===== src/rtl/alu_sweeper_if.sv =====
// Bus bundle between the ALU sweeper and its environment: control
// handshake, operand/opcode drive to the ALU, ALU result return and the
// result readback port.
interface alu_sweeper_if;
  logic        start;
  logic [3:0]  a_in;
  logic [3:0]  b_in;
  logic [15:0] exp_sig;
  logic [3:0]  alu_a;
  logic [3:0]  alu_b;
  logic [3:0]  alu_sel;
  logic [15:0] alu_op;
  logic        busy;
  logic        done;
  logic        pass;
  logic [15:0] signature;
  logic [3:0]  rd_addr;
  logic [15:0] rd_data;

  // Environment side: requests sweeps, models the ALU, reads results.
  modport master (
    output start, a_in, b_in, exp_sig, alu_op, rd_addr,
    input  alu_a, alu_b, alu_sel, busy, done, pass, signature, rd_data
  );

  // Sweeper side.
  modport slave (
    input  start, a_in, b_in, exp_sig, alu_op, rd_addr,
    output alu_a, alu_b, alu_sel, busy, done, pass, signature, rd_data
  );
endinterface


===== src/rtl/alu_sweeper.sv =====
// ALU sweeper: on start, latches two operands and steps the ALU opcode
// through 0..15, holding each opcode DWELL cycles (one cycle if masked
// off by SKIP_MASK). Each non-skipped result is captured into a 16-entry
// table and folded into a rotate-xor signature, which is compared
// against exp_sig when the sweep ends.
module alu_sweeper #(
  parameter int unsigned DWELL     = 2,        // 1..15
  parameter logic [15:0] SKIP_MASK = 16'h0000
) (
  input  logic         clk,
  input  logic         rst,
  alu_sweeper_if.slave bus
);

  typedef enum logic [1:0] {
    IDLE = 2'd0,
    RUN  = 2'd1,
    FIN  = 2'd2
  } state_t;

  localparam logic [3:0] DWELL_LAST = 4'(DWELL - 1);

  state_t      state_q, state_d;
  logic [3:0]  a_q, a_d;
  logic [3:0]  b_q, b_d;
  logic [3:0]  sel_q, sel_d;
  logic [3:0]  dwell_q, dwell_d;
  logic [15:0] sig_q, sig_d;
  logic        pass_q, pass_d;
  logic [15:0] result_q [16];
  logic [15:0] result_d [16];

  logic        skip_cur;
  logic        last_beat;
  logic [15:0] sig_next;
  logic        sig_match;

  // Per-opcode decode: is this opcode skipped, is this its final cycle,
  // and what the signature becomes if the current result is folded in.
  always_comb begin
    skip_cur  = SKIP_MASK[sel_q];
    last_beat = skip_cur || (dwell_q == DWELL_LAST);
    sig_next  = {sig_q[14:0], sig_q[15]} ^ bus.alu_op;
    sig_match = (sig_q == bus.exp_sig);
  end

  // Next-state and datapath next values.
  // NOTE: every _d gets a default from its _q first, so branches that do
  // not mention a signal simply hold it and no latch is inferred.
  always_comb begin
    state_d  = state_q;
    a_d      = a_q;
    b_d      = b_q;
    sel_d    = sel_q;
    dwell_d  = dwell_q;
    sig_d    = sig_q;
    pass_d   = pass_q;
    result_d = result_q;

    unique case (state_q)
      IDLE: begin
        if (bus.start) begin
          state_d = RUN;
          a_d     = bus.a_in;
          b_d     = bus.b_in;
          sel_d   = 4'd0;
          dwell_d = 4'd0;
          sig_d   = 16'h0000;
          pass_d  = 1'b0;
          for (int i = 0; i < 16; i++) result_d[i] = 16'h0000;
        end
      end

      RUN: begin
        if (last_beat) begin
          dwell_d = 4'd0;
          if (!skip_cur) begin
            result_d[sel_q] = bus.alu_op;
            sig_d           = sig_next;
          end
          if (sel_q == 4'hF) begin
            state_d = FIN;
            sel_d   = 4'd0;
          end else begin
            sel_d = sel_q + 4'd1;
          end
        end else begin
          dwell_d = dwell_q + 4'd1;
        end
      end

      FIN: begin
        // start is not looked at here; a new sweep can only begin from IDLE.
        pass_d  = sig_match;
        state_d = IDLE;
      end

      default: state_d = IDLE;
    endcase
  end

  // State register; reset wins over any pending start.
  // NOTE: sequential blocks use non-blocking assignments so every register
  // samples the pre-edge values regardless of statement order.
  always_ff @(posedge clk) begin
    if (rst) state_q <= IDLE;
    else     state_q <= state_d;
  end

  // Datapath registers, including the result table.
  // NOTE: the result table is reset explicitly because reset must read
  // back as all zeros; that is why it lives in flops rather than a RAM.
  always_ff @(posedge clk) begin
    if (rst) begin
      a_q     <= 4'd0;
      b_q     <= 4'd0;
      sel_q   <= 4'd0;
      dwell_q <= 4'd0;
      sig_q   <= 16'h0000;
      pass_q  <= 1'b0;
      for (int i = 0; i < 16; i++) result_q[i] <= 16'h0000;
    end else begin
      a_q      <= a_d;
      b_q      <= b_d;
      sel_q    <= sel_d;
      dwell_q  <= dwell_d;
      sig_q    <= sig_d;
      pass_q   <= pass_d;
      result_q <= result_d;
    end
  end

  // pass is shown live during FIN so it is valid alongside done, then
  // held from the register until the next accepted start.
  assign bus.alu_a     = a_q;
  assign bus.alu_b     = b_q;
  assign bus.alu_sel   = sel_q;
  assign bus.busy      = (state_q != IDLE);
  assign bus.done      = (state_q == FIN);
  assign bus.pass      = (state_q == FIN) ? sig_match : pass_q;
  assign bus.signature = sig_q;
  assign bus.rd_data   = result_q[bus.rd_addr];

endmodule


===== src/flat_wrapper.sv =====
// flat-port wrapper written by rule: the top's interface ports become plain ports
module alu_sweeper_flat 
#(
  parameter int unsigned DWELL     = 2,                
  parameter logic [15:0] SKIP_MASK = 16'h0000
)
  (clk, rst, bus_start, bus_a_in, bus_b_in, bus_exp_sig, bus_alu_op, bus_rd_addr, bus_alu_a, bus_alu_b, bus_alu_sel, bus_busy, bus_done, bus_pass, bus_signature, bus_rd_data);
  alu_sweeper_if bus_i ();
  input  logic clk;
  input  logic rst;
  input wire logic [$bits(bus_i.start)-1:0] bus_start;
  input wire logic [$bits(bus_i.a_in)-1:0] bus_a_in;
  input wire logic [$bits(bus_i.b_in)-1:0] bus_b_in;
  input wire logic [$bits(bus_i.exp_sig)-1:0] bus_exp_sig;
  input wire logic [$bits(bus_i.alu_op)-1:0] bus_alu_op;
  input wire logic [$bits(bus_i.rd_addr)-1:0] bus_rd_addr;
  output wire logic [$bits(bus_i.alu_a)-1:0] bus_alu_a;
  output wire logic [$bits(bus_i.alu_b)-1:0] bus_alu_b;
  output wire logic [$bits(bus_i.alu_sel)-1:0] bus_alu_sel;
  output wire logic [$bits(bus_i.busy)-1:0] bus_busy;
  output wire logic [$bits(bus_i.done)-1:0] bus_done;
  output wire logic [$bits(bus_i.pass)-1:0] bus_pass;
  output wire logic [$bits(bus_i.signature)-1:0] bus_signature;
  output wire logic [$bits(bus_i.rd_data)-1:0] bus_rd_data;
  assign bus_i.start = bus_start;
  assign bus_i.a_in = bus_a_in;
  assign bus_i.b_in = bus_b_in;
  assign bus_i.exp_sig = bus_exp_sig;
  assign bus_i.alu_op = bus_alu_op;
  assign bus_i.rd_addr = bus_rd_addr;
  assign bus_alu_a = bus_i.alu_a;
  assign bus_alu_b = bus_i.alu_b;
  assign bus_alu_sel = bus_i.alu_sel;
  assign bus_busy = bus_i.busy;
  assign bus_done = bus_i.done;
  assign bus_pass = bus_i.pass;
  assign bus_signature = bus_i.signature;
  assign bus_rd_data = bus_i.rd_data;
  alu_sweeper #(.DWELL(DWELL), .SKIP_MASK(SKIP_MASK)) u_core (.clk(clk), .rst(rst), .bus(bus_i));
endmodule

===== config.mk =====
export PLATFORM = sky130hd
export DESIGN_NAME = alu_sweeper_flat
export DESIGN_NICKNAME = d
export VERILOG_FILES = /design/src/rtl/alu_sweeper_if.sv /design/src/rtl/alu_sweeper.sv /design/src/flat_wrapper.sv
export SDC_FILE = /design/constraint.sdc
export NUM_CORES = 1
export LEC_CHECK = 0
export ABC_AREA = 0
export CORE_MARGIN = 5
export CORE_UTILIZATION = 35
export DETAILED_ROUTE_END_ITERATION = 6
export PLACE_DENSITY = 0.6
export REMOVE_ABC_BUFFERS = 1
export SETUP_SLACK_MARGIN = 0.2
export SLEW_MARGIN = 20
export SYNTH_ARGS = -nofsm -noshare
export SYNTH_HDL_FRONTEND = slang
export SYNTH_SLANG_ARGS = --single-unit

===== constraint.sdc =====
create_clock -name clk -period 2.96 [get_ports clk]
set_input_delay 0.444 -clock clk [delete_from_list [all_inputs] [get_ports clk]]
set_output_delay 0.444 -clock clk [all_outputs]
set_load 0.02 [all_outputs]

==> results of run 1 <==
-- sequential cells by signal, summed over array words and instances, names as in the netlist --
name	count
u_core.result_q	256
u_core.bus.alu_a	4
u_core.state_q	2
u_core.pass_q	1
u_core.bus.signature	16
u_core.bus.alu_sel	4
u_core.dwell_q	4
u_core.bus.alu_b	4
-- stage by stage --
stage,cells,util (%)
detailed placement,1949,40.0
floorplan,1283,-
finish,2004,42.5
global route,2004,42.5
global placement,1949,40.0
CTS,2004,42.5
-- worst max-delay path, cell delays in order, from the launching register on --
cell,delay [ns]
dfxtp_1,0.33
mux4_2,0.46
mux4_2,0.54
dlygate4sd2_1,0.36
-- synth_stat cells --
cell and count:
or2_0 7, mux2i_1 1, buf_4 3, nand3_1 250
nor4_1 4, o31ai_1 1, a22oi_1 11, buf_1 6
nor2_2 1, buf_6 1, xnor2_1 3, o21ai_2 1
o2111ai_1 5, buf_2 52, a211oi_1 2, a221oi_1 1
nor3b_1 2, nor2b_1 2, nor3_1 5, dfxtp_1 291
o2111ai_2 10, a21oi_1 229, and4bb_1 1, or2_1 143
xor2_1 31, o21ai_0 33, and2b_2 1, or3b_2 1
nand2b_1 2, inv_1 5, nor2_1 23, o2bb2ai_1 16
nand4b_1 1, nand4bb_1 1, ha_1 6, inv_2 1
a2111oi_0 1, a31oi_1 1, mux4_2 80, or3_1 2
or2_2 63, clkbuf_1 88, nand2_1 45
-- kinds of logic (layout without fill, tap and decap cells) --
group / Yosys count / in the layout
AOI/OAI and AO/OA: 311 / 311
xor gates and xnor gates: 34 / 34
adders and majority gates: 6 / 6
buffers and inverters: 156 / 216
DFF: 291 / 291
muxes: 81 / 81
and+or+nand+nor: 554 / 554
-- layout make-up --
cell class	instances	area share (%)
Timing Repair Buffer	155	10.2
Tap cell	511	3.98
Clock inverter	6	0.366
Inverter	6	0.140
Sequential cell	291	36.2
Clock buffer	49	5.55
Multi-Input combinational cell	986	43.6
-- per-layer routing --
metal  share of wire [%]  wire length (µm)  up-vias  GRT usage, %
met2                  45             17700      347          27.8
met1                  46             18200     5365          26.4
met3                 7.0              2790       58          3.59
met5                   0                 0        -             0
met4                 2.2               871        0          4.73
li1                    -                 -     5178             -
-- layout by cell type (no fill, tap or decap), drive strengths merged, types with 2 or more instances in the layout --
master,n
nand2,45
dfxtp,291
nor4,4
dlygate4sd2,16
a22oi,11
clkbuf,50
o21ai,34
nor3,5
inv,6
nand2b,2
nor3b,2
mux4,80
xor2,31
nand3,250
or3,2
o2bb2ai,16
or2,213
buf,65
clkinv,5
nor2,24
a211oi,2
xnor2,3
nor2b,2
a21oi,229
ha,6
clkdlybuf4s50,73
o2111ai,15
-- power by group --
| group | internal, mW | switching, mW | leakage [nW] |
|---|---|---|---|
| logic | 0.248 | 0.449 | 2.36 |
| registers | 3.94 | 0.0247 | 2.35 |
| clock network | 2.14 | 1.56 | 0.467 |
| total | 6.33 | 2.04 | 5.18 |
-- repair_timing --
action / 4_1_cts / 5_1_grt
resized for setup: 18 / 3
setup endpoints to repair: 17 / 1
hold buffers: 0 / 0
-- final timing paths --
path / endpoint / start / cells past startpoint
worst max register to register: u_core.result_q[242] / u_core.dwell_q[0] / 7
worst min register to register: u_core.bus.alu_b[3] / u_core.bus.alu_b[3] / 2
worst min-delay path: u_core.bus.signature[8] / rst / 2
worst max-delay path: bus_rd_data[9] / u_core.result_q[25] / 3
==> metrics.cfg, run 1 <==
[place]
port_buffers=93
placed_area_um2=15200
place.gp.congestion=0.787
dp_slack_ns=0.00973
dp_hpwl_um=24600

[floorplanning]
fp.dieH_um=206
initial_core_util_pct=35.6
die_area_um2=42500
num_rows=71
core_um2=37800
die_w_um=206
ios=94

[cells_and_area]
multi_input_area_um2=7010
final_area_um2=16100
nFillCells=3716
drive_gt1_share_pct=18.4
syn2layout_area_growth_pct=19.5
final-seq-area_um2=5830
nets=1524
num_antenna_cells=0

[sta]
worst-slew-pin-transition_ns=0.729
setup_viol=0
slew_headroom_pct=51.4
period_needed_ns=2.69
drv_slew=0
finalSetupTns_ns=0
hold_slack_ns=0.317
timing.fmax_ghz=0.371
hold_violations=0
post-route-period-util_pct=91.0
rsz0062_at_grt=false
setup_slack_ns=0.267
fin_worst_skew_ns=0.0129

[clocking]
htree_levels=1
cts_tree=built
clk_pin_slew_worst_paths_ns=0.06
clkLatencyLatePin_ns=0.57
clock_sinks=291
clock_path_buffers=3
cts-root-buf=clkbuf_16
cts_setup_buffers=0
cts_made_buffers=31

[worst_setup_path]
ff2ff_setup_slack_ns=0.61
required_ns=2.52
worstSetupEndpointType=output pin
cp-start-kind=register
crit_arrival_ns=2.25
critical_path_class=register to output pin
crit_fanout=2

[grt]
grt_usage_pct=18.2
grt_first_pass_wirelength_um=61400
antenna_found_initial=0
grt_overflow=0
grt_max_degree=94
first_global_vias=10500

[logic_synthesis]
syn-cell-area_um2=13500
netlist.area_leader.share_pct=43.3
yosys.area.top_type=dfxtp_1
synth-simple-area-share_pct=22.3
synth_mux_area_share_pct=13.5
syn_inst=1433
ys_types=43
synth-compound-area-share_pct=13.2
synth.yosys.seq_area_share_pct=43.3
netlist_top_cells_area=dfxtp_1, mux4_2, nand3_1, a21oi_1, or2_1
synth_xor_xnor_area_share_pct=2.21
ys_ff_latch=291
synth-adder-area-share_pct=0.558
synth_top_family_by_area=simple AND/OR/NAND/NOR gates
avgSynthCellArea_um2=9.39
yosys_warnings=0

[pwr]
leakagePower_nw=5.18
fin_total_pwr_mw=8.36
max-vdd-ir-drop_mv=0.446
p_per_area_nw_per_um2=520

[routing]
vias=10900
postRouteAntennaNets=0
drc=0
first_iter_violations=875
routed_wl_um=39600
firstDrtPassIters=5
via_per_inst=5.46
routedWlPerCell_um=19.8

[job]
drv_cap=0

[outcome]
status=finished, final reports clean

[hold_path]
min_path_type=primary input to register

Power figures use the tool's default switching activity.
==> run 2: changes to the inputs <==
Settings changed: CAP_MARGIN from default to 10.
==> results of run 2 <==
The final DEF is identical to that of run 1; final timing and power are the same.
